`config.mk`:
```
export PLATFORM = sky130hd
export DESIGN_NAME = gobou_net_loader
export DESIGN_NICKNAME = d
export VERILOG_FILES = /design/src/rtl/gobou_net_loader.sv
export SDC_FILE = /design/constraint.sdc
export NUM_CORES = 1
export LEC_CHECK = 0
export ABC_AREA = 1
export CORE_UTILIZATION = 48
export CTS_CLUSTER_DIAMETER = 50
export CTS_CLUSTER_SIZE = 20
export DETAILED_ROUTE_END_ITERATION = 12
export PLACE_DENSITY_LB_ADDON = 0.25
export SLEW_MARGIN = 20
export SYNTH_ARGS = -nofsm -noshare
export SYNTH_HDL_FRONTEND = slang
export SYNTH_SLANG_ARGS = --single-unit
```
`constraint.sdc`:
```
create_clock -name clk -period 1.7 [get_ports clk]
set_input_delay 0.425 -clock clk [delete_from_list [all_inputs] [get_ports clk]]
set_output_delay 0.425 -clock clk [all_outputs]
set_load 0.005 [all_outputs]
```
`src/rtl/gobou_net_loader.sv`:
```
`default_nettype none
// ============================================================================
//  Module      : gobou_net_loader
//  Description : Write-side initiator for the gobou per-core weight memories.
//                Accepts a weight/bias word stream (valid/ready) and drives the
//                gobou net write port, placing output neuron o on core
//                (o mod GOBOU_CORE). Pulses done once every word is written.
//                Optional macro GOBOU_NET_LOADER_ERR_EN adds a sticky err
//                output flagging writes whose address wrapped.
//  Revision    : 1.0 - initial release
// ============================================================================
module gobou_net_loader #(
    parameter int DWIDTH        = 16,
    parameter int LWIDTH        = 10,
    parameter int GOBOU_CORE    = 16,
    parameter int GOBOU_CORELOG = 4,
    parameter int GOBOU_NETSIZE = 11
) (
    input  logic                       clk,
    input  logic                       xrst,
    input  logic                       start,
    input  logic [LWIDTH-1:0]          total_out,
    input  logic [LWIDTH-1:0]          total_in,
    input  logic [GOBOU_NETSIZE-1:0]   net_offset,
    input  logic                       s_valid,
    input  logic signed [DWIDTH-1:0]   s_data,
    output logic                       s_ready,
    output logic [GOBOU_CORELOG-1:0]   net_sel,
    output logic                       net_we,
    output logic [GOBOU_NETSIZE-1:0]   net_addr,
    output logic signed [DWIDTH-1:0]   net_wdata,
    output logic                       busy,
    output logic                       done
`ifdef GOBOU_NET_LOADER_ERR_EN
    ,
    output logic                       err
`endif
);

    localparam logic [GOBOU_CORELOG-1:0] c_CORE_MAX = GOBOU_CORELOG'(GOBOU_CORE - 1);

    typedef enum logic [1:0] {
        S_IDLE = 2'd0,
        S_LOAD = 2'd1,
        S_DONE = 2'd2
    } state_t;

    state_t                     r_state;
    state_t                     w_state_next;

    logic [LWIDTH-1:0]          r_total_out;
    logic [LWIDTH-1:0]          r_total_in;
    logic [LWIDTH-1:0]          r_idx;
    logic [LWIDTH-1:0]          r_neuron;
    logic [GOBOU_CORELOG-1:0]   r_core;
    // r_base tracks net_offset + round*(total_in+1); advancing it once per
    // round replaces the multiplier the address formula would otherwise need.
    logic [GOBOU_NETSIZE-1:0]   r_base;

    logic                       w_start_ok;
    logic                       w_start_zero;
    logic                       w_xfer;
    logic                       w_idx_last;
    logic                       w_round_end;
    logic                       w_last;
    logic [GOBOU_NETSIZE-1:0]   w_addr;
    logic [GOBOU_NETSIZE-1:0]   w_base_next;

    assign w_start_ok   = (r_state == S_IDLE) && start;
    assign w_start_zero = (total_out == '0) || (total_in == '0);
    // s_ready is only ever high in S_LOAD, so a transfer implies S_LOAD.
    assign w_xfer       = s_valid && s_ready;
    assign w_idx_last   = (r_idx == r_total_in);
    assign w_round_end  = w_idx_last && (r_core == c_CORE_MAX);
    assign w_last       = w_xfer && w_idx_last && (r_neuron == (r_total_out - LWIDTH'(1)));
    assign busy         = (r_state != S_IDLE);

`ifdef GOBOU_NET_LOADER_ERR_EN
    // Wide enough that neither sum below can overflow, so the upper bits
    // reveal whether the true address left the memory range.
    localparam int c_SW = GOBOU_NETSIZE + LWIDTH + 1;

    logic [c_SW-1:0]            w_addr_full;
    logic [c_SW-1:0]            w_base_full;
    logic                       w_addr_carry;
    logic                       w_base_carry;
    logic                       r_base_ovf;

    assign w_addr_full  = c_SW'(r_base) + c_SW'(r_idx);
    assign w_base_full  = c_SW'(r_base) + c_SW'(r_total_in) + c_SW'(1);
    assign w_addr       = w_addr_full[GOBOU_NETSIZE-1:0];
    assign w_base_next  = w_base_full[GOBOU_NETSIZE-1:0];
    assign w_addr_carry = |w_addr_full[c_SW-1:GOBOU_NETSIZE];
    assign w_base_carry = |w_base_full[c_SW-1:GOBOU_NETSIZE];

    // Sticky wrap detection: once the round base wraps, every later write of
    // this load is out of range even though its wrapped sum looks small.
    always_ff @(posedge clk) begin
        if (!xrst) begin
            err        <= 1'b0;
            r_base_ovf <= 1'b0;
        end else if (w_start_ok) begin
            err        <= 1'b0;
            r_base_ovf <= 1'b0;
        end else begin
            if (w_xfer && w_round_end && w_base_carry) begin
                r_base_ovf <= 1'b1;
            end
            if (w_xfer && (r_base_ovf || w_addr_carry)) begin
                err <= 1'b1;
            end
        end
    end
`else
    assign w_addr      = r_base + GOBOU_NETSIZE'(r_idx);
    assign w_base_next = r_base + GOBOU_NETSIZE'(r_total_in) + GOBOU_NETSIZE'(1);
`endif

    // State register.
    always_ff @(posedge clk) begin
        if (!xrst) begin
            r_state <= S_IDLE;
        end else begin
            r_state <= w_state_next;
        end
    end

    // Next-state logic: zero-sized loads skip straight to the done pulse.
    always_comb begin
        w_state_next = r_state;
        case (r_state)
            S_IDLE: begin
                if (start) begin
                    w_state_next = w_start_zero ? S_DONE : S_LOAD;
                end
            end
            S_LOAD: begin
                if (w_last) begin
                    w_state_next = S_DONE;
                end
            end
            S_DONE:  w_state_next = S_IDLE;
            default: w_state_next = S_IDLE;
        endcase
    end

    // Config latch, stream counters and registered write-port outputs.
    always_ff @(posedge clk) begin
        if (!xrst) begin
            r_total_out <= '0;
            r_total_in  <= '0;
            r_idx       <= '0;
            r_neuron    <= '0;
            r_core      <= '0;
            r_base      <= '0;
            s_ready     <= 1'b0;
            net_we      <= 1'b0;
            net_sel     <= '0;
            net_addr    <= '0;
            net_wdata   <= '0;
            done        <= 1'b0;
        end else begin
            net_we <= 1'b0;
            done   <= 1'b0;
            if (w_start_ok) begin
                r_total_out <= total_out;
                r_total_in  <= total_in;
                r_idx       <= '0;
                r_neuron    <= '0;
                r_core      <= '0;
                r_base      <= net_offset;
                s_ready     <= !w_start_zero;
                done        <= w_start_zero;
            end
            if (w_xfer) begin
                net_we    <= 1'b1;
                net_sel   <= r_core;
                net_addr  <= w_addr;
                net_wdata <= s_data;
                if (w_idx_last) begin
                    r_idx    <= '0;
                    r_neuron <= r_neuron + LWIDTH'(1);
                    if (r_core == c_CORE_MAX) begin
                        r_core <= '0;
                        r_base <= w_base_next;
                    end else begin
                        r_core <= r_core + GOBOU_CORELOG'(1);
                    end
                end else begin
                    r_idx <= r_idx + LWIDTH'(1);
                end
                // Done lands in the same cycle as the final write strobe.
                if (w_last) begin
                    s_ready <= 1'b0;
                    done    <= 1'b1;
                end
            end
        end
    end

endmodule
`default_nettype wire

```
==> flow_metrics.tcl <==
set metrics [dict create \
    violations "negative setup slack" \
    endpoint_kind "register" \
    worstReg2RegStart "r_base[0]" \
    yosysWarnings 0 \
    timing.fmax_mhz 539 \
    areaGrowthSynthToFinish_pct 51.3 \
    drtIter0Drc 395 \
    drv_slew 0 \
    place_congestion 0.936 \
    track_usage 0.283 \
    fp.dieArea_sq_mm 0.0109 \
    cp_max_fo 3 \
    n_fill_cell 698 \
    synth_cell_types 40 \
    synthArstFlopShare 0 \
    synth_edf_count 0 \
    wirelength_mm 16.9 \
    setup_viol 31 \
    final_core_util 0.764 \
    tightest_slew_ns 0.340 \
    worstSkewPairLatency_ns 0.37 \
    tritoncts "yes" \
    grt_pass1_vias 5441 \
    hpwl_mm 10.9 \
    nNetsFinal 983 \
    syn_inst 731 \
    finalNonFillerCells 1043 \
    relSlewSlack 0.771 \
    clk_path_buf_depth 2 \
    ios 86 \
    grt_max_degree 67 \
    worstPathRequired_ns 1.95 \
    drc_errors 0 \
    powerDensity_mw_per_mm2 728 \
    cts_inserted_buffers 9 \
    syn_area_sq_mm 0.00503 \
    numPortBuffers 85 \
    htree_levels 3 \
    status "complete, but fails checks" \
    rsz0062_at_grt "true" \
    dr.pass1.iters 6 \
    synth_fp_nets 808 \
    core_sq_mm 0.00995 \
    vias 5734 \
    grt-ovfl-total 0 \
    hold_slack_ns 0.422 \
    synth_ff_type "dfxtp_1" \
    start_kind "register" \
    wire_per_inst_microns 16.2 \
    cp-startpoint "r_base[0]" \
    die_width_microns 104 \
    vias_per_cell 5.50 \
    fin_skew_ns 0.0150 \
    period_share 1.09 \
    holdCritStartpoint "xrst" \
    ys_seq_elements 91 \
    num_antenna_cells 0 \
    grt_pass1_wl_mm 25.2 \
    path_class "reg -> reg" \
    hold_viol_final 0 \
    vdd_drop_max_mv 0.482 \
    cellLeakagePower_nw 3.28 \
    worstPathArrival_ns 2.11 \
    fp-row-count 36 \
    min_path_type "in -> reg" \
    start_util 0.505 \
    cts_sinks 91 \
    root_buffer "clkbuf_8" \
    ys_seq_area_frac 0.362 \
    fin_crit_ns 1.85 \
    maxCapViolations 0 \
    avgSynthCellArea_sq_um 6.88 \
    pre_cts_ws_ns -0.165 \
    final_antenna_net_count 0 \
    clkTransAtPathRegs_ns 0.09 \
    dp.cells 1012 \
    antenna_found_initial 0 \
    drive_above_1_share 0.275 \
    die_y_microns 104 \
    setup_ws_ns -0.154 \
]
layer usage:
metal	GRT usage	vias to the layer above	share of wire
met2	0.511	214	0.52
met1	0.333	2699	0.40
met4	0.115	0	0.039
met5	0	-	0
met3	0.0407	57	0.049
li1	-	2764	-
state kept, by name, summed over array words and instances, names as in the netlist, 10 cells and up:
| register | count |
|---|---|
| net_wdata | 16 |
| net_addr | 11 |
| r_base | 11 |
| r_idx | 10 |
| r_neuron | 10 |
| r_total_in | 10 |
| r_total_out | 10 |
cell usage in the layout, fill, tap and decap left out, types with 9 or more instances in the layout:
| cell | netlist | final |
|---|---|---|
| a21oi_1 | 64 | 45 |
| a21oi_2 | 0 | 18 |
| buf_12 | 0 | 9 |
| buf_4 | 0 | 83 |
| buf_6 | 2 | 11 |
| clkbuf_8 | 0 | 9 |
| clkdlybuf4s50_1 | 0 | 81 |
| dfxtp_1 | 91 | 71 |
| dfxtp_2 | 0 | 15 |
| ha_1 | 24 | 13 |
| inv_1 | 68 | 61 |
| inv_2 | 4 | 11 |
| nand2_1 | 138 | 124 |
| nand2_2 | 1 | 11 |
| nand3_1 | 43 | 32 |
| nand3_2 | 0 | 10 |
| nor2_1 | 106 | 95 |
| nor2_2 | 1 | 9 |
| o21ai_0 | 83 | 61 |
| o21ai_1 | 1 | 14 |
| o21ai_2 | 0 | 9 |
| xor2_1 | 18 | 18 |
cell type report:
type                       instances  area [sq um]  share of cell area
clock inverter                     6           114              0.0150
timing repair buffer             188          1780               0.234
clock buffer                       9           124              0.0163
inverter                          74           280              0.0368
sequential                        91          1860               0.244
tap                              133           166              0.0219
multi-input combinational        542          3290               0.432
cell usage after synthesis, types with 5 or more instances:
library cell  count  area [sq um]
o21ai_0          83           415
dfxtp_1          91          1820
nand2_1         138           518
ha_1             24           300
a21oi_1          64           320
nand4_1           6          37.5
nor4_1            5          31.3
nor3_1           12          60.1
nor2_1          106           398
inv_1            68           255
clkbuf_1         22          82.6
nand3_1          43           215
a21o_1            5          37.5
xor2_1           18           158
kinds of logic (layout without fill, tap and decap cells):
family	Yosys count	in the layout	synth area share
xor gates and xnor gates	22	22	0.0383
muxes	2	2	0.00398
DFF	91	91	0.362
AOI/OAI and AO/OA	170	170	0.183
buffers and inverters	99	277	0.0771
adders and majority gates	26	26	0.0677
and+or+nand+nor	321	322	0.268
path summary, 6_finish.rpt:
kind | to | slack, ns | cells past startpoint
setup / recovery | r_base[6] | -0.15 | 10
hold / removal | r_neuron[6] | 0.42 | 3
hold reg to reg | net_wdata[15] | 0.49 | 2
setup reg to reg | r_base[6] | -0.15 | 10
critical path: stages (launching register included):
cell and delay (ns):
dfxtp_2 0.33, inv_2 0.08, ha_4 0.14, inv_2 0.04, fa_2 0.41, nand3_2 0.09
nand2_2 0.08, a21o_1 0.17, a21oi_2 0.14, xor2_1 0.17, a21oi_1 0.09
power by group:
part / total [W] / internal [W] / switching [W]
Sequential: 0.00236 / 0.00226 / 0.000105
Combinational: 0.00139 / 0.000684 / 0.000706
Clock: 0.00179 / 0.000974 / 0.000815
through the flow:
stage / total power (W) / cell area (sq um) / TNS, ns
after CTS: 0.00540 / 7160 / -0.118
after global routing: 0.00578 / 7610 / -5.33
after global placement: 0.00359 / 6700 / -3.71
final: 0.00554 / 7610 / -1.98
after detailed placement: 0.00363 / 6700 / -5.58
after floorplan: 0.00301 / 5030 / 0
repair_timing:
action	CTS	global route
resized for setup	55	120
hold buffers	0	0
buffers inserted	9	5
endpoints found under the setup margin	38	49
pin swaps	13	28
gates cloned	1	1
endpoints found under the hold margin	0	0
Power figures use the tool's default switching activity.
